`config.mk`:
```
export PLATFORM = sky130hd
export DESIGN_NAME = mac_job_sequencer_flat
export DESIGN_NICKNAME = d
export VERILOG_FILES = /design/src/rtl/mac_job_sequencer_if.sv /design/src/rtl/mac_job_sequencer.sv /design/src/flat_wrapper.sv
export SDC_FILE = /design/constraint.sdc
export NUM_CORES = 1
export LEC_CHECK = 0
export CORE_MARGIN = 5
export CORE_UTILIZATION = 30
export DETAILED_ROUTE_END_ITERATION = 16
export HOLD_SLACK_MARGIN = 0.05
export SLEW_MARGIN = 5
export SYNTH_ARGS = -nofsm -noshare
export SYNTH_HDL_FRONTEND = slang
export SYNTH_SLANG_ARGS = --single-unit
```
`constraint.sdc`:
```
create_clock -name clk -period 1.87 [get_ports clk]
set_input_delay 0.2805 -clock clk [delete_from_list [all_inputs] [get_ports clk]]
set_output_delay 0.2805 -clock clk [all_outputs]
set_load 0.02 [all_outputs]
```
`src/rtl/mac_job_sequencer_if.sv`:
```
// Job, operand, datapath-control and result signals of the MAC job sequencer.
// Latency: none; this is wiring only.
// Backpressure: start/in/out handshakes are valid/ready; the sequencer owns the ready side of start and in.
interface mac_job_sequencer_if #(
  parameter int MAC_CONF_WIDTH = 4,
  parameter int LEN_WIDTH      = 16
);
  logic                      start_valid;
  logic                      start_ready;
  logic [MAC_CONF_WIDTH-1:0] start_cfg;
  logic [LEN_WIDTH-1:0]      start_len;
  logic                      in_valid;
  logic                      in_ready;
  logic                      dp_en;
  logic [MAC_CONF_WIDTH-1:0] dp_cfg;
  logic                      dp_acc_clr;
  logic                      dp_acc_en;
  logic                      out_valid;
  logic                      out_ready;
  logic                      busy;
  logic [LEN_WIDTH-1:0]      beat_count;

  // Host / stream front-end side.
  modport master (
    output start_valid, start_cfg, start_len, in_valid, out_ready,
    input  start_ready, in_ready, dp_en, dp_cfg, dp_acc_clr, dp_acc_en,
           out_valid, busy, beat_count
  );

  // Sequencer side.
  modport slave (
    input  start_valid, start_cfg, start_len, in_valid, out_ready,
    output start_ready, in_ready, dp_en, dp_cfg, dp_acc_clr, dp_acc_en,
           out_valid, busy, beat_count
  );
endinterface

```
`src/rtl/mac_job_sequencer.sv`:
```
// Sequences one MAC job at a time: latch cfg/len, admit beats, track them through the pipe, present result.
// Latency: start -> clear 1 cycle, first beat admitted 2 cycles after start, result PIPE_DEPTH+1 cycles after last beat.
// Backpressure: in_valid low inserts bubbles; out_valid holds until out_ready; no new job while a result is pending.
module mac_job_sequencer #(
  parameter int MAC_CONF_WIDTH = 4,
  parameter int LEN_WIDTH      = 16,
  parameter int PIPE_DEPTH     = 3
) (
  input  logic                 clk,
  input  logic                 rst,
  mac_job_sequencer_if.slave   seq_if
);

  typedef enum logic [2:0] {
    IDLE  = 3'd0,
    LOAD  = 3'd1,
    RUN   = 3'd2,
    DRAIN = 3'd3,
    DONE  = 3'd4
  } state_e;

  state_e                    state_q, state_d;
  logic [MAC_CONF_WIDTH-1:0] cfg_q;
  logic [LEN_WIDTH-1:0]      len_q, len_d;
  logic [LEN_WIDTH-1:0]      cnt_q;
  logic [PIPE_DEPTH-1:0]     vld_q, vld_d;

  logic start_rdy;
  logic in_rdy;
  logic start_hs;
  logic issue;
  logic last_beat;
  logic dp_en_c;
  logic acc_clr_c;
  logic out_vld_c;

  // Ready signals are pure state decodes so no valid input can loop back into them.
  assign start_rdy = (state_q == IDLE);
  assign in_rdy    = (state_q == RUN);
  assign start_hs  = seq_if.start_valid & start_rdy;
  assign issue     = seq_if.in_valid & in_rdy;
  assign last_beat = (cnt_q == (len_q - LEN_WIDTH'(1)));

  // A mul job produces a single product, so it admits at most one beat.
  always_comb begin
    len_d = seq_if.start_len;
    if (!seq_if.start_cfg[2]) begin
      len_d = (seq_if.start_len != '0) ? LEN_WIDTH'(1) : '0;
    end
  end

  // Beat-occupancy shift register: one bit per pipeline stage, bubbles shift through as zeros.
  generate
    if (PIPE_DEPTH == 1) begin : g_vld_one
      always_comb vld_d = issue;
    end else begin : g_vld_many
      always_comb vld_d = {vld_q[PIPE_DEPTH-2:0], issue};
    end
  endgenerate

  // State register.
  always_ff @(posedge clk) begin
    if (rst) begin
      state_q <= IDLE;
    end else begin
      state_q <= state_d;
    end
  end

  // Next-state and per-state control decode.
  always_comb begin
    state_d   = state_q;
    dp_en_c   = 1'b0;
    acc_clr_c = 1'b0;
    out_vld_c = 1'b0;
    case (state_q)
      IDLE: begin
        if (start_hs) state_d = LOAD;
      end
      LOAD: begin
        acc_clr_c = 1'b1;
        state_d   = (len_q == '0) ? DRAIN : RUN;
      end
      RUN: begin
        dp_en_c = 1'b1;
        if (issue && last_beat) state_d = DRAIN;
      end
      DRAIN: begin
        dp_en_c = 1'b1;
        // Leave once the beat being captured this cycle is the last one in the pipe.
        if (vld_d == '0) state_d = DONE;
      end
      DONE: begin
        out_vld_c = 1'b1;
        if (seq_if.out_ready) state_d = IDLE;
      end
      default: state_d = IDLE;
    endcase
  end

  // Job registers: cfg/len latch only on a start handshake so cfg is frozen while data is in flight.
  always_ff @(posedge clk) begin
    if (rst) begin
      cfg_q <= '0;
      len_q <= '0;
      cnt_q <= '0;
      vld_q <= '0;
    end else begin
      vld_q <= vld_d;
      if (start_hs) begin
        cfg_q <= seq_if.start_cfg;
        len_q <= len_d;
        cnt_q <= '0;
      end else if (issue) begin
        cnt_q <= cnt_q + LEN_WIDTH'(1);
      end
    end
  end

  assign seq_if.start_ready = start_rdy;
  assign seq_if.in_ready    = in_rdy;
  assign seq_if.dp_en       = dp_en_c;
  assign seq_if.dp_cfg      = cfg_q;
  assign seq_if.dp_acc_clr  = acc_clr_c;
  assign seq_if.dp_acc_en   = vld_q[PIPE_DEPTH-1];
  assign seq_if.out_valid   = out_vld_c;
  assign seq_if.busy        = (state_q != IDLE);
  assign seq_if.beat_count  = cnt_q;

endmodule

```
`src/flat_wrapper.sv`:
```
// flat-port wrapper written by rule: the top's interface ports become plain ports
module mac_job_sequencer_flat 
#(
  parameter int MAC_CONF_WIDTH = 4,
  parameter int LEN_WIDTH      = 16,
  parameter int PIPE_DEPTH     = 3
)
  (clk, rst, seq_if_start_valid, seq_if_start_cfg, seq_if_start_len, seq_if_in_valid, seq_if_out_ready, seq_if_start_ready, seq_if_in_ready, seq_if_dp_en, seq_if_dp_cfg, seq_if_dp_acc_clr, seq_if_dp_acc_en, seq_if_out_valid, seq_if_busy, seq_if_beat_count);
  mac_job_sequencer_if #(.MAC_CONF_WIDTH(MAC_CONF_WIDTH), .LEN_WIDTH(LEN_WIDTH)) seq_if_i ();
  input  logic clk;
  input  logic rst;
  input wire logic [$bits(seq_if_i.start_valid)-1:0] seq_if_start_valid;
  input wire logic [$bits(seq_if_i.start_cfg)-1:0] seq_if_start_cfg;
  input wire logic [$bits(seq_if_i.start_len)-1:0] seq_if_start_len;
  input wire logic [$bits(seq_if_i.in_valid)-1:0] seq_if_in_valid;
  input wire logic [$bits(seq_if_i.out_ready)-1:0] seq_if_out_ready;
  output wire logic [$bits(seq_if_i.start_ready)-1:0] seq_if_start_ready;
  output wire logic [$bits(seq_if_i.in_ready)-1:0] seq_if_in_ready;
  output wire logic [$bits(seq_if_i.dp_en)-1:0] seq_if_dp_en;
  output wire logic [$bits(seq_if_i.dp_cfg)-1:0] seq_if_dp_cfg;
  output wire logic [$bits(seq_if_i.dp_acc_clr)-1:0] seq_if_dp_acc_clr;
  output wire logic [$bits(seq_if_i.dp_acc_en)-1:0] seq_if_dp_acc_en;
  output wire logic [$bits(seq_if_i.out_valid)-1:0] seq_if_out_valid;
  output wire logic [$bits(seq_if_i.busy)-1:0] seq_if_busy;
  output wire logic [$bits(seq_if_i.beat_count)-1:0] seq_if_beat_count;
  assign seq_if_i.start_valid = seq_if_start_valid;
  assign seq_if_i.start_cfg = seq_if_start_cfg;
  assign seq_if_i.start_len = seq_if_start_len;
  assign seq_if_i.in_valid = seq_if_in_valid;
  assign seq_if_i.out_ready = seq_if_out_ready;
  assign seq_if_start_ready = seq_if_i.start_ready;
  assign seq_if_in_ready = seq_if_i.in_ready;
  assign seq_if_dp_en = seq_if_i.dp_en;
  assign seq_if_dp_cfg = seq_if_i.dp_cfg;
  assign seq_if_dp_acc_clr = seq_if_i.dp_acc_clr;
  assign seq_if_dp_acc_en = seq_if_i.dp_acc_en;
  assign seq_if_out_valid = seq_if_i.out_valid;
  assign seq_if_busy = seq_if_i.busy;
  assign seq_if_beat_count = seq_if_i.beat_count;
  mac_job_sequencer #(.MAC_CONF_WIDTH(MAC_CONF_WIDTH), .LEN_WIDTH(LEN_WIDTH), .PIPE_DEPTH(PIPE_DEPTH)) u_core (.clk(clk), .rst(rst), .seq_if(seq_if_i));
endmodule
```
-- Word-level counts from Yosys, hierarchy flattened
Cells that the tools add are included.
- shift-type cells: 0
- bitwise operators: 2
- div/mod/pow operators: 0
- reductions and logical operators: 9
- equal/unequal tests: 9
- mux-type cells: 11
- $lt $le $gt $ge: 0
- $add $sub $neg: 2
- multiply operators: 0
- operators by type and width (cell ; count):
    adder 16 x 1 -> 16 bit, second input constant ; 1
    equality test 16 bit ; 1
    logical NOT 16 bit ; 1
    2-to-1 mux 16 bit ; 1
    nonzero test 16 bit ; 1
    subtractor 16 x 1 -> 16 bit, second input constant ; 1
    one-hot mux 3 bit (5 select lines) ; 1
    2-to-1 mux 3 bit ; 4
    equality test 3 x 2 -> 1 bit, second input constant ; 2
    logical NOT 3 bit ; 2
    inequality test 2 bit, second input constant ; 3
    2-to-1 mux 1 bit ; 5
    AND reduction 4 bit ; 1
    OR reduction 2 bit ; 2
    equality test 3 x 1 -> 1 bit, second input constant ; 1
    equality test 3 bit, second input constant ; 1
    nonzero test 3 bit ; 1
    AND 1 bit ; 2
    inequality test 2 x 1 -> 1 bit, second input constant ; 1
    logical AND 1 bit ; 1
- output and inout port bits: 27
- bits in latches: 0
- word-level logic and storage cells: 38
- input bits: 25
- bits in registers: 42
- memories: 0
- RAM bits: 0
- bits in read-only memories: 0

-- Longest topological paths before layout
Gate-level depths: netlist of the first run.
- depth after elaboration: 5
- mapped depth: 9
- depth with buffers taken out: 8

-- Worst setup path before layout of the first run
Ideal clock, no wire load.
- path type: register -> register
- start point: register u_core.state_q[2]
- end point: register u_core.len_q[11]
- stages on the path, launching flop included: 7
- path buffers: 2
- path slack: -0.263 ns
- data arrival time: 2.073 ns
- required time: 1.810 ns
- cell sequence: dfxtp_1 > clkbuf_1 > nor3_2 > nand2_1 > nor3b_2 > clkbuf_1 > a22o_1
- longest elaborated chain between the ends: 2
- RTL lines (what ; RTL line ; RTL):
    from (decl) ; mac_job_sequencer.sv:22 ; state_e state_q, state_d;
    from (signal assigned) ; mac_job_sequencer.sv:66 ; state_q <= state_d;
    logical NOT 3 bit ; mac_job_sequencer.sv:38 ; assign start_rdy = (state_q == IDLE);
    via seq_if_start_ready ; flat_wrapper.sv:17 ; output wire logic [$bits(seq_if_i.start_ready)-1:0] seq_if_start_ready;
    AND 1 bit ; mac_job_sequencer.sv:40 ; assign start_hs = seq_if.start_valid & start_rdy;
    to (signal assigned) ; mac_job_sequencer.sv:112 ; len_q <= len_d;
    to (decl) ; mac_job_sequencer.sv:24 ; logic [LEN_WIDTH-1:0] len_q, len_d;
The timed path passes the listed nets, and every way through them passes these cells.
A chain may end at the register's enable or synchronous reset.

-- Final worst setup path of the first run
- start point: register u_core.len_q[2]
- end point: register u_core.state_q[0]
- longest elaborated chain between the ends: 5
- elaborated cells on any way between the ends: 8
- RTL lines (what ; RTL line ; RTL):
    subtractor 16 x 1 -> 16 bit ; mac_job_sequencer.sv:42 ; assign last_beat = (cnt_q == (len_q - LEN_WIDTH'(1)));
    equality test 16 bit ; mac_job_sequencer.sv:42 ;
    logical AND 1 bit ; mac_job_sequencer.sv:86 ; if (issue && last_beat) state_d = DRAIN;
    inequality test 2 bit (no source line) ; - ;
    AND reduction 4 bit (no source line) ; - ;
Several ways; a longest one is shown, not always the timed one.

==> results of run 1 <==
==> worst paths after layout <==
path	depth (start not counted)	slack, ns	to	from
worst min-delay path	2	0.46	u_core.seq_if.dp_cfg[3]	u_core.seq_if.dp_cfg[3]
worst max-delay path	6	-0.17	u_core.state_q[0]	u_core.len_q[2]
worst min register to register	2	0.46	u_core.seq_if.dp_cfg[3]	u_core.seq_if.dp_cfg[3]
worst max register to register	6	-0.17	u_core.state_q[0]	u_core.len_q[2]
==> per-layer routing <==
layer  global-route usage  vias to the layer above  wire, µm
met5                    0                        -         0
met4              0.03555                        0        44
met3              0.03831                        4       339
met2               0.2225                       47      2859
met1               0.1675                      994      2664
li1                     -                     1081         -
==> sequential cells by signal, summed over array words and instances, names as in the netlist <==
register                  flops
u_core.seq_if.beat_count     16
u_core.seq_if.dp_cfg          4
u_core.len_q                 16
u_core.vld_q                  3
u_core.state_q                3
==> Yosys cell counts (4+ instances only) <==
library cell  number  area, µm²
nor2b_1            6      37.54
a22o_1            12      105.1
xnor2_1           19      166.4
and3_1             5      31.28
nor4_1             7      43.79
xor2_1            16      140.1
nand3b_1           4      30.03
clkbuf_1           8      30.03
nand3_1           16      80.08
o21ai_0            4      20.02
nand2_1           16      60.06
a21oi_1            7      35.03
nor3_1             7      35.03
inv_1              7      26.28
dfxtp_1           42      840.8
nor2_1            19      71.32
==> power by group through the flow <==
stage               Sequential [W]  Combinational, W  Clock [W]
floorplan                  0.00111          0.000838          0
global placement           0.00108           0.00144          0
detailed placement         0.00108           0.00145          0
CTS                        0.00106           0.00146   0.000628
global route               0.00107           0.00161   0.000667
finish                     0.00106           0.00148   0.000611
==> worst max-delay path, stage by stage, from the launching register on <==
cell and delay [ns]:
dfxtp_2 0.35, or4_4 0.54, nor4_1 0.27, o32ai_1 0.13, mux2_4 0.28, o41ai_2 0.28
a21o_1 0.14
==> cells by family after synthesis <==
family / after synthesis / share of synthesized area
flops: 42 / 0.3784
compound gates: 44 / 0.1537
simple gates: 105 / 0.2697
buf+inv: 17 / 0.02928
fa+ha+maj: 3 / 0.01689
xor+xnor: 35 / 0.1379
mux: 3 / 0.01408
==> stage by stage <==
stage / setup WS [ns] / util / power [W] / cells / hold WS, ns
5_1_grt: -0.2182 / 0.4553 / 0.003351 / 440 / 0.4844
3_3_place_gp: -0.1910 / 0.4383 / 0.002524 / 430 / 0.4387
2_1_floorplan: -0.09974 / - / 0.001945 / 249 / 0.3891
3_5_place_dp: -0.2337 / 0.4383 / 0.002531 / 430 / 0.4395
6_report: -0.1698 / 0.4553 / 0.003148 / 440 / 0.4618
4_1_cts: -0.1632 / 0.4525 / 0.003150 / 440 / 0.4582
==> cell type report <==
class / count / area, µm²
fill: 731 / 3930
tap: 99 / 123.9
inverter: 7 / 26.28
clock buffer: 7 / 86.33
clock inverter: 1 / 5.005
sequential: 42 / 845.8
timing repair buffer: 94 / 844.6
multi-input combinational: 190 / 1353
==> timing repair <==
| action | CTS | global route |
|---|---|---|
| resized for setup | 7 | 7 |
| cloned | 0 | 0 |
| pin swaps | 4 | 1 |
| setup buffers | 2 | 0 |
| endpoints found under the setup margin | 7 | 15 |
==> results.toml, run 1 <==
[run_status]
status = "finished, violations left"
violations = "setup timing"

[power]
p_per_area_nw_per_um2 = 958.5
p_sw_frac = 0.3515
p_clk_frac = 0.194
max-vdd-ir-drop_mv = 0.5818
sequentialPowerShare = 0.337
leakage_nw = 1.276
power.internal_w = 0.002042
comb_power_share = 0.469
switchingPower_w = 0.001107

[clock_tree]
clk_pin_slew_ns = 0.08
cts_tree = "built"
clk_latency_ns = 0.29
ctsHtreeMaxLevel = 2
cts-root-buf = "clkbuf_8"
cts_hold_buf = 0
cts.sinks = 42
cts_made_buffers = 5
clockBufferDepth = 2

[global_route]
grt_overflow = 0
grt_max_degree = 19
antenna_found_initial = 0
groute.usage.overall = 0.1335
grt_pass1_vias = 2088
grt_pass1_wl_um = 9735

[final_layout]
final_common_cell = "clkdlybuf4s50_1"
stdcell_area_um2 = 3284
final_cell_mix = "45 x clkdlybuf4s50_1, 41 x buf_4, 38 x dfxtp_1"
syn_to_final_growth_pct = 47.80
nets = 368
drive_gt1_frac = 0.2053
diodes = 0

[critical_path]
worstSetupEndpointType = "register"
cp_max_fo = 4
start_kind = "register"
cp.required_ns = 2.11
crit_arrival_ns = 2.28
crit_type = "register to register"

[timing]
skew_ns = 0.005901
fmax_mhz = 490.2
slew_violations = 0
rsz0062_at_grt = "true"
setup-tns-final_ns = -0.1698
slew_headroom = 0.5641
timing.final.crit_share = 1.091
tightest_slew_ns = 0.6539
finalCriticalPeriod_ns = 2.040
finalSetupViolCount = 1
worst_slack_ns = -0.1698
hold_viol = 0

[routing]
post_drt_via_cell_ratio = 4.832
vias = 2126
drc = 0
wirelength_um = 5909
dr.pass1.iters = 4
drt_iter0_markers = 86
wl_per_cell_um = 13.43
drtAntennaViolNets = 0

[placement]
portBuffers = 51
hpwl_um = 4625
gp_congestion = 0.8824
dpl_cell_area_um2 = 3162

[yosys]
synth-edff-count = 0
ys.flop_type = "dfxtp_1"
synthArstFlopShare = 0
seq_area_frac_synth = 0.3784
syn_avg_cell_area_um2 = 8.924
yosys_warnings = 0
netlist_area_um2 = 2222
yosysUniqueCellTypes = 53
ys_ff_latch = 42
netlist_instances = 249
syn-num-nets = 277

[die]
die_h_um = 96.07
initial_core_util = 0.3080
placementRows = 31
die_w_um = 96.07
ioPinCount = 52
die_area_um2 = 9228
core_um2 = 7214

[run]
maxCapViolations = 0

[worst_hold_path]
hp-class = "register to register"
(Power assumes the default switching activity.)
==> run 2: changes to the inputs <==
--- a/constraint.sdc
+++ b/constraint.sdc
@@ -3,2 +3,2 @@
 set_output_delay 0.2805 -clock clk [all_outputs]
-set_load 0.02 [all_outputs]
+set_load 0.1 [all_outputs]
==> run 2 against run 1 <==
Against the previous run: the run still ends with setup timing left; worst setup slack got worse by 0.040 ns; sequential power about the same; first-iteration DRC count fell by 22%; combinational power increased by 45%; clock power shrank 2%; sequential share of layout area shrank 1.0 points; power is 22% higher; sequential cell count is the same; cell count fell by 0.68%; core utilization is 2.7 points higher; register-to-register slack got worse by 0.04 ns; non-clock buffer count down 3; largest cell class unchanged; largest power group unchanged; highest routed layer unchanged.
==> results.toml, run 2 (synthesized netlist as in run 1, its figures left out) <==
[routing]
drt-met1-wl_um = 2649
drtAntennaViolNets = 0
vias = 2141
routed.top_layer = "met4"
wirelength_um = 5981
drt_iter0_markers = 67
wl_met2_um = 2928
wl_met3_um = 341
post_drt_via_cell_ratio = 4.899
dr.pass1.iters = 4
wl_per_cell_um = 13.69
drc = 0

[critical_path]
start_kind = "register"
crit_type = "register to register"
crit_arrival_ns = 2.33
path_cells = "or4_4 > nor4_1 > o32ai_1 > mux2_2 > o41ai_2 > a21o_1"
cpMaxStageDelayCell = "or4_4"
crit_path_max_incr_delay_ns = 0.56
cp_num_buf_inv = 0
cp.required_ns = 2.12
worstSetupEndpointType = "register"
cp_max_fo = 2
cp_top_family = "simple AND/OR/NAND/NOR gates"

[die]
placementRows = 31
initial_core_util = 0.3080
die_w_um = 96.07
die_area_um2 = 9228
die_h_um = 96.07
core_um2 = 7214
ioPinCount = 52

[clock_tree]
cts-root-buf = "clkbuf_8"
clockBufferDepth = 2
clk_latency_ns = 0.30
cts.sinks = 42
cts_made_buffers = 5
ctsHtreeMaxLevel = 2
clk_pin_slew_ns = 0.09
cts_tree = "built"

[final_layout]
final_common_cell = "buf_4"
num-fill-cells = 694
final_cell_mix = "49 x buf_4, 29 x dfxtp_1, 24 x clkdlybuf4s50_1"
diodes = 0
nets = 365
multi_input_area_um2 = 1424
syn_to_final_growth_pct = 56.59
seqCellArea_um2 = 859.6
drive_gt1_frac = 0.3343

[placement]
gp_congestion = 0.8743
dp_slack_ns = -0.2873
portBuffers = 51
hpwl_um = 4674

[global_route]
groute.usage.overall = 0.1404
antenna_found_initial = 0
grt_max_degree = 19
grt_pass1_wl_um = 10090
grt_overflow = 0
grt_pass1_vias = 2120

[timing]
finalSetupViolCount = 1
timing.final.crit_share = 1.112
rsz0062_at_grt = "true"
tightest_slew_ns = 0.6392
hold_ws_ns = 0.4562
fmax_mhz = 480.8
slew_violations = 0
skew_ns = 0.01114
slew_headroom = 0.5739
worst_slack_ns = -0.2097
finalCriticalPeriod_ns = 2.080
hold_viol = 0

[power]
p_per_area_nw_per_um2 = 1102
max-vdd-ir-drop_mv = 1.311
leakage_nw = 1.356

[worst_hold_path]
hp-class = "register to register"

[run_status]
status = "finished, violations left"
violations = "setup timing"

[run]
maxCapViolations = 0
-- run 2: cell types whose count changed in the layout (fill, tap and decap cells not counted), moves of 2 or more --
cell	delta
a21oi_2	+2
clkdlybuf4s50_1	-21
nor3_2	+2
dfxtp_1	-9
nor2b_4	+2
buf_12	+16
nor2b_1	-2
dfxtp_2	+8
nor3_1	-2
buf_4	+8
dlygate4sd2_1	-4
clkdlybuf4s15_1	-2
a21oi_1	-2
-- run 2: path summary, 6_finish.rpt --
path                            from                       to  slack [ns]  cells past startpoint
max                  u_core.len_q[2]        u_core.state_q[0]       -0.21                      6
min          u_core.seq_if.dp_cfg[2]  u_core.seq_if.dp_cfg[2]        0.46                      1
max reg2reg          u_core.len_q[2]        u_core.state_q[0]       -0.21                      6
min reg2reg  u_core.seq_if.dp_cfg[2]  u_core.seq_if.dp_cfg[2]        0.46                      1
-- run 2: cell type report --
class,count,share of cell area
clock inverter,2,0.003955
multi-input combinational,190,0.4092
timing repair buffer,91,0.2758
inverter,7,0.007551
clock buffer,6,0.02086
sequential,42,0.2470
tap,99,0.03560
-- run 2: timing repair --
item	CTS	global route
buffers inserted	1	0
gates resized for setup	5	9
hold buffers	0	0
pin swaps	5	0
endpoints found under the setup margin	1	19
hold endpoints to repair	0	0
-- run 2: report_power, final --
part,switching [W],internal (W)
registers,0.000107,0.000986
clock network,0.000335,0.000264
logic,0.00122,0.000929
-- run 2: through the flow --
step             util  instance area [µm²]  std cells  TNS [ns]  total power [W]
4_1_cts        0.4754                 3430        437   -0.1885         0.003829
3_3_place_gp   0.4603                 3321        428    -2.540         0.003173
6_report       0.4823                 3480        437   -0.2097         0.003836
2_1_floorplan       -                 2335        249    -12.35         0.002487
3_5_place_dp   0.4603                 3321        428    -3.255         0.003190
5_1_grt        0.4823                 3480        437   -0.3461         0.004064
-- run 2: metal layers --
| metal | vias up | global-route usage |
|---|---|---|
| met5 | - | 0 |
| met1 | 994 | 0.1803 |
| met2 | 53 | 0.2277 |
| met3 | 7 | 0.04378 |
| li1 | 1087 | - |
| met4 | 0 | 0.03555 |
==> run 3: changes to the inputs <==
Settings changed: SKIP_CTS_REPAIR_TIMING from default to 1.
==> run 3 against run 2 <==
Against the previous run: the run still ends with setup timing left; fmax down 1.0%; cell count is 0.23% lower; cell area is 0.14% lower; wire length decreased by 0.10%; register-to-register slack got worse by 0.02 ns; first-iteration DRC count decreased by 7.5%; non-clock buffer count down 1; clock power is 1% lower; power is essentially flat; global-route usage decreased by 0.082 points; core utilization shrank 0.069 points.
==> results.toml, run 3 (synthesized netlist as in run 1, its figures left out) <==
[clock_tree]
clockBufferDepth = 2
cts_made_buffers = 5
clk_pin_slew_ns = 0.09
cts-root-buf = "clkbuf_8"
clk_latency_ns = 0.30
cts.sinks = 42
ctsHtreeMaxLevel = 2
cts_tree = "built"

[timing]
skew_ns = 0.009800
worst_slack_ns = -0.2317
finalSetupViolCount = 1
rsz0062_at_grt = "true"
tightest_slew_ns = 0.6147
fmax_mhz = 475.8
finalCriticalPeriod_ns = 2.102
setup-tns-final_ns = -0.2317
slew_headroom = 0.5902
hold_viol = 0
slew_violations = 0
timing.final.crit_share = 1.124

[die]
ioPinCount = 52
core_um2 = 7214
initial_core_util = 0.3080
die_area_um2 = 9228
die_w_um = 96.07
die_h_um = 96.07
placementRows = 31

[worst_hold_path]
holdPathEnd = "u_core.seq_if.dp_cfg[2]"
min_from = "u_core.seq_if.dp_cfg[2]"
hp-class = "register to register"
hold_depth = 1

[critical_path]
worstRegToRegCells = 8
crit_arrival_ns = 2.35
cpMostUsedCell = "buf_4"
worstSetupEndpointType = "register"
r2r_slack_ns = -0.23
path_cells = "buf_4 > nor4_4 > buf_4 > nand2_1 > and2_1 > o32a_1 > o41ai_2 > a21o_1"
crit_path_max_incr_delay_ns = 0.35
r2r_start = "u_core.len_q[2]"
rr_endpoint = "u_core.state_q[0]"
start_kind = "register"
cpMaxStageDelayCell = "o32a_1"
cp.required_ns = 2.12
cp_max_fo = 8
crit_type = "register to register"

[final_layout]
nets = 364
final_common_cell = "buf_4"
syn_to_final_growth_pct = 56.36
diodes = 0
final_cells = 436
drive_gt1_frac = 0.3323
final_cell_mix = "49 x buf_4, 30 x dfxtp_1, 24 x clkdlybuf4s50_1"

[routing]
dr.pass1.iters = 4
wirelength_um = 5975
drt_iter0_markers = 62
post_drt_via_cell_ratio = 4.849
wl_per_cell_um = 13.70
drtAntennaViolNets = 0
vias = 2114
drc = 0

[placement]
portBuffers = 51
gp_congestion = 0.8743
dp.cells = 428
dp_slack_ns = -0.2873
hpwl_um = 4674

[power]
p_per_area_nw_per_um2 = 1104
power.internal_w = 0.002176
p_sw_frac = 0.4326
comb_power_share = 0.560
p_total_w = 0.003836
switchingPower_w = 0.001659
leakage_nw = 1.353
sequentialPowerShare = 0.285
p_clk_frac = 0.155
max-vdd-ir-drop_mv = 1.316

[global_route]
grt_overflow = 0
grt_pass1_vias = 2105
grt_max_degree = 19
antenna_found_initial = 0
groute.usage.overall = 0.1396
grt_pass1_wl_um = 10040

[run]
maxCapViolations = 0

[run_status]
status = "finished, violations left"
violations = "setup timing"
-- run 3: critical path, delay by kind of cell (launching register included) --
kind / cells / cell delay (ns)
compound gates: 3 / 0.85
buf+inv: 2 / 0.35
flops: 1 / 0.33
simple gates: 3 / 0.53
-- run 3: power by group through the flow --
stage          Clock [W]  Combinational, W  Sequential [W]
6_report        0.000593           0.00215         0.00109
5_1_grt         0.000660           0.00230         0.00111
4_1_cts         0.000619           0.00210         0.00108
3_5_place_dp           0           0.00209         0.00110
3_3_place_gp           0           0.00207         0.00110
2_1_floorplan          0           0.00126         0.00123
-- run 3: metal layers --
layer,share of wire,wire [µm],vias up,GRT usage
li1,-,-,1086,-
met1,0.46,2738,982,0.1808
met2,0.49,2952,39,0.2260
met3,0.039,232,7,0.04300
met4,0.0087,52,0,0.03318
met5,0,0,-,0
-- run 3: how the worst max path moves through the flow --
stage                      start                end  slack, ns  cells after the start
4_1_cts          u_core.len_q[6]  u_core.state_q[0]      -0.28                      6
6_report         u_core.len_q[2]  u_core.state_q[0]      -0.23                      8
2_1_floorplan  u_core.state_q[0]        seq_if_busy      -0.49                      3
5_1_grt          u_core.len_q[6]  u_core.state_q[0]      -0.33                      6
3_5_place_dp     seq_if_in_valid  u_core.state_q[0]      -0.29                      8
3_3_place_gp     u_core.len_q[6]  u_core.state_q[0]      -0.19                      6
-- run 3: layout make-up --
type | count | area (µm²)
clock inverters | 2 | 13.76
repair buffers | 90 | 948.4
multi-input cells | 190 | 1431
flip-flops and latches | 42 | 858.3
well taps | 99 | 123.9
clock buffers | 6 | 72.57
inverters | 7 | 26.28
fillers | 693 | 3740
-- run 3: stage by stage --
step             util  cell area (µm²)  hold WS (ns)
2_1_floorplan       -             2335        0.3891
3_3_place_gp   0.4603             3321        0.4380
3_5_place_dp   0.4603             3321        0.4414
4_1_cts        0.4723             3407        0.4597
5_1_grt        0.4816             3475        0.4881
6_report       0.4816             3475        0.4562
==> RTL edit 1: new RTL, settings of run 3 <==
`LEN_WIDTH` is set to 16 in 3 places; all go to 8.
--- a/src/rtl/mac_job_sequencer_if.sv
+++ b/src/rtl/mac_job_sequencer_if.sv
@@ -4,5 +4,5 @@
 interface mac_job_sequencer_if #(
   parameter int MAC_CONF_WIDTH = 4,
-  parameter int LEN_WIDTH      = 16
+  parameter int LEN_WIDTH      = 8
 );
   logic                      start_valid;
--- a/src/rtl/mac_job_sequencer.sv
+++ b/src/rtl/mac_job_sequencer.sv
@@ -4,5 +4,5 @@
 module mac_job_sequencer #(
   parameter int MAC_CONF_WIDTH = 4,
-  parameter int LEN_WIDTH      = 16,
+  parameter int LEN_WIDTH      = 8,
   parameter int PIPE_DEPTH     = 3
 ) (
--- a/src/flat_wrapper.sv
+++ b/src/flat_wrapper.sv
@@ -3,5 +3,5 @@
 #(
   parameter int MAC_CONF_WIDTH = 4,
-  parameter int LEN_WIDTH      = 16,
+  parameter int LEN_WIDTH      = 8,
   parameter int PIPE_DEPTH     = 3
 )
Interface: changed (resized seq_if_beat_count and seq_if_start_len); port bits go from 52 to 36. The function was not compared with the original's and may differ.
==> RTL edit 1 against run 3 <==
Power shrank 32%; fmax grew 18%; die area shrank 35%; final area shrank 43%; non-clock buffer count shrank 46; worst setup slack gained 0.33 ns; count of clock-buffer cells in the layout shrank 3; wire length shrank 44%; sequential cell count shrank 16; synthesized area shrank 39%; largest power group unchanged.
==> RTL edit 1: results (changes against run 3) <==
metric,value,unit,change
status,"complete, no violations",,was finished with violations
"wirelength, routed",3370,um,was 5980 um
Hold Crit Class,flop to flop,,unchanged
post-layout minimum cycle time,1.78,ns,was 2.10 ns
post-synthesis adder-cell area fraction,2.75,%,was 1.69%
hold wc startpoint,u_core.seq_if.dp_cfg[3],,was u_core.seq_if.dp_cfg[2]
DRT iter0 DRCs,23,,was 62
Worst-Skew Late Latency,0.27,ns,was 0.30 ns
first-pass GRT wire length,5720,um,"was 10,000 um"
DR vias,1194,,"was 2,114"
VDD IR max,0.841,mV,was 1.32 mV
cell count of the worst reg-to-reg path,7,,was 8
hold_ws,0.462,ns,was 0.456 ns
grt met1 use,13.9,%,was 18.1%
GRT Total Usage,11.6,%,was 14.0%
CP arrival,1.50,ns,was 2.35 ns
synth cell count leaders,"dfxtp_1, nor2_1, a21oi_1, nand2_1, xor2_1",,"was dfxtp_1, nor2_1, xnor2_1"
layout cells sized above 1,23.4,%,was 33.2%
post-synthesis compound-gate area fraction,14.7,%,was 15.4%
worst setup path startpoint,u_core.state_q[1],,was u_core.len_q[2]
gpl congestion,0.821,,was 0.874
CTS buffer count,3,,was 5
syn nets,163,,was 277
Setup WS pre-CTS,0.162,ns,was -0.287 ns
largest net degree at the start of global routing,14,,was 19
Clk. pwr,0.319,mW,was 0.593 mW
"Seq/Total Area, Yosys",38.1,%,was 37.8%
RR Startpoint,u_core.len_q[0],,was u_core.len_q[2]
DPL Wire Length,2620,um,was 4670 um
vias in the first global route,1250,,"was 2,105"
Final nets,206,,was 364
largest cells by area after synthesis,"dfxtp_1, xor2_1, a22o_1",,"was dfxtp_1, xnor2_1, xor2_1"
dpl cells,233,,was 428
post-synthesis cell type count,43,,was 53
mean routed wirelength per cell,14.3,um,was 13.7 um
Hold Crit Depth,2,,was 1
hold endpoint,u_core.seq_if.dp_cfg[3],,was u_core.seq_if.dp_cfg[2]
CTS H-tree lvls,1,,was 2
Reg2Reg Capture Point,u_core.state_q[0],,unchanged
Worst Skew,0.00454,ns,was 0.00980 ns
Placed Area,1940,sq um,was 3320 sq um
Worst Setup EP,seq_if_in_ready,,was u_core.state_q[0]
Sw Ratio,47.3,%,was 43.3%
grt met3 use,3.24,%,was 4.30%
antenna cells,0,,unchanged
combinational logic power,1.59,mW,was 2.15 mW
Mapped Avg Cell Area,9.55,sq um,was 8.92 sq um
CP Max Fanout,6,,was 8
# port buffers,35,,was 51
Post-Synth XOR/XNOR Area,9.62,%,was 13.8%
GR Util met2,19.4,%,was 22.6%
Slew @ Worst Pin,0.557,ns,was 0.615 ns
==> RTL edit 1: changes by cell type after synthesis, moves of 6 or more <==
cell             run 3  this run
dfxtp_1             42        26
nor2_1              19        10
xnor2_1             19         6
clkbuf_1             8         2
nand3_1             16         6
nor4_1               7         1
xor2_1              16         9
a22o_1              12         6
nand2_1             16         9
==> RTL edit 1: final cells by class <==
class	instances	area, sq um	area share, %
Clock buffer	3	41.3	2.08
Timing Repair Buffer	44	533	26.9
Tap cell	52	65.1	3.28
Multi-Input combinational cell	107	808	40.8
Inverter	4	15.0	0.757
Sequential cell	26	520	26.2
==> RTL edit 1: per-layer routing <==
| layer | wire, um | vias up |
|---|---|---|
| met5 | 0 | - |
| met4 | 67 | 0 |
| met3 | 156 | 4 |
| met2 | 1590 | 25 |
| met1 | 1560 | 559 |
| li1 | - | 606 |
==> RTL edit 1: critical path: stages (launching register included) <==
cell     delay (ns)
dfxtp_1        0.50
nor2b_2        0.33
nor2b_4        0.22
buf_12         0.18
==> RTL edit 2: new RTL, flow settings as in run 3 <==
Without the edit above. Re-encode `state_e` (5 states) as one-hot, 5 bits wide.
--- a/src/rtl/mac_job_sequencer.sv
+++ b/src/rtl/mac_job_sequencer.sv
@@ -12,10 +12,10 @@
 );
 
-  typedef enum logic [2:0] {
-    IDLE  = 3'd0,
-    LOAD  = 3'd1,
-    RUN   = 3'd2,
-    DRAIN = 3'd3,
-    DONE  = 3'd4
+  typedef enum logic [4:0] {
+    IDLE  = 5'b00001,
+    LOAD  = 5'b00010,
+    RUN   = 5'b00100,
+    DRAIN = 5'b01000,
+    DONE  = 5'b10000
   } state_e;
 
Formal check against the unedited RTL: no difference found for any inputs over 10 cycles, from zero or initial values and one cycle with rst high; not proved beyond that.
==> RTL edit 2 against run 3 <==
The run still ends with setup timing left; worst setup slack worse by 0.066 ns; sequential cell count is 2 higher; fmax down 3.0%; critical path depth is 2 lower; combinational power grew 40%; worst hold slack improved by 0.0073 ns; sequential share of layout area increased by 0.19 points; final cell count up 6.0%; global-route usage is 0.32 points lower; power increased by 27%; wire length up 8.4%; synthesized area up 3.9%; final area up 5.3%; critical path type unchanged.
==> RTL edit 2: results (changes against run 3) <==
metric,value,unit,change
status,finished with violations,,unchanged
violated checks,setup timing,,unchanged
initial antenna violation count,0,,unchanged
Yosys warning total,0,,unchanged
gpl congestion,0.908,,was 0.874
RR Startpoint,u_core.len_q[11],,was u_core.len_q[2]
Fillers,722,,was 693
Reg2Reg Capture Point,u_core.state_q[2],,was u_core.state_q[0]
CTS buffer count,5,,unchanged
hold endpoint,u_core.seq_if.dp_cfg[2],,unchanged
post-synthesis compound-gate area fraction,16.8,%,was 15.4%
post-synthesis cell type count,45,,was 53
CP Max Fanout,2,,was 8
cell count of the worst reg-to-reg path,6,,was 8
DPL Wire Length,4970,um,was 4670 um
syn nets,292,,was 277
Hold Crit Depth,1,,unchanged
clock tree buffer depth,2,,unchanged
CTS H-tree lvls,2,,unchanged
DR vias,2247,,"was 2,114"
post-synthesis adder-cell area fraction,1.63,%,was 1.69%
Rel. slew slack,61.9,%,was 59.0%
final worst slack,-0.297,ns,was -0.232 ns
Max stage delay on crit path,0.55,ns,was 0.35 ns
# port buffers,51,,unchanged
synth cell count leaders,"dfxtp_1, nor2_1, xnor2_1, nand2_1, xor2_1",,"was dfxtp_1, nor2_1, xnor2_1"
GRT Total Usage,13.6,%,was 14.0%
CP max stage cell,or4_4,,was o32a_1
CP arrival,2.37,ns,was 2.35 ns
Worst Skew,0.00449,ns,was 0.00980 ns
"Seq/Total Area, Yosys",38.1,%,was 37.8%
Setup WS pre-CTS,-0.350,ns,was -0.287 ns
clk root buf,clkbuf_8,,unchanged
Hold Crit Class,flop to flop,,unchanged
VDD IR max,0.564,mV,was 1.32 mV
layout cells sized above 1,36.7,%,was 33.2%
mux cell area share after synthesis,0.433,%,was 1.41%
final setup fails,3,,was 1
Worst-Skew Late Latency,0.30,ns,about the same
largest net degree at the start of global routing,21,,was 19
Final nets,387,,was 364
hold wc startpoint,u_core.seq_if.dp_cfg[2],,unchanged
clk slew on worst S/H paths,0.08,ns,
antenna cells,0,,unchanged
DRT iter0 DRCs,58,,was 62
largest cells by area after synthesis,"dfxtp_1, xnor2_1, xor2_1",,unchanged
"wirelength, routed",6480,um,was 5980 um
Post-Synth XOR/XNOR Area,12.9,%,was 13.8%
P_leak,1.42,nW,was 1.35 nW
first-pass GRT wire length,10800,um,"was 10,000 um"
-- RTL edit 2: area by class of cell --
class                      instances  area [sq um]  area share [%]
clock buffer                       7          97.6            2.67
inverter                          11          45.0            1.23
sequential                        44           911            24.9
tap                              102           128            3.49
clock inverter                     1          5.00           0.137
multi-input combinational        201          1530            41.8
timing repair buffer              96           943            25.8
-- RTL edit 2: kinds of logic after synthesis --
| group | Yosys count |
|---|---|
| flip-flops | 44 |
| buffers and inverters | 19 |
| AND/OR/NAND/NOR | 109 |
| multiplexers | 1 |
| AO/OA/AOI/OAI | 54 |
| adder cells (fa/ha/maj) | 3 |
| XOR/XNOR | 34 |
-- RTL edit 2: worst max-delay path, delay by kind of cell, from the launching register on --
family | cells | cell delay [ns]
simple gates | 2 | 0.76
flops | 1 | 0.33
compound gates | 4 | 0.98
-- RTL edit 2: metal layers --
metal | GRT usage [%] | vias up | routed length (um)
li1 | - | 1153 | -
met4 | 4.26 | 0 | 90
met5 | 0 | - | 0
met1 | 17.6 | 1050 | 2920
met3 | 2.71 | 9 | 193
met2 | 23.0 | 35 | 3280
-- RTL edit 2: how the worst max path moves through the flow --
stage	to	start	depth (start not counted)
floorplan	u_core.len_q[14]	u_core.state_q[4]	8
global placement	u_core.state_q[2]	u_core.len_q[11]	6
detailed placement	u_core.state_q[2]	u_core.len_q[11]	6
CTS	u_core.state_q[2]	u_core.len_q[11]	6
global route	u_core.state_q[2]	u_core.len_q[0]	10
finish	u_core.state_q[2]	u_core.len_q[11]	6
-- RTL edit 2: metrics by stage --
step           TNS, ns  hold WS, ns  utilization [%]  cell area [sq um]  std cells
2_1_floorplan    -8.99        0.352                -               2440        264
3_3_place_gp     -1.47        0.439             45.1               3430        450
3_5_place_dp     -1.57        0.446             45.1               3430        450
4_1_cts          -1.14        0.469             46.4               3530        458
5_1_grt          -1.13        0.488             48.1               3660        462
6_report        -0.764        0.464             48.1               3660        462
-- RTL edit 2: power by group --
group / leakage (nW) / internal [mW] / switching, mW / total, mW
clock: 0.0534 / 0.343 / 0.324 / 0.667
combinational: 1.00 / 1.30 / 1.71 / 3.01
sequential: 0.367 / 1.07 / 0.122 / 1.19
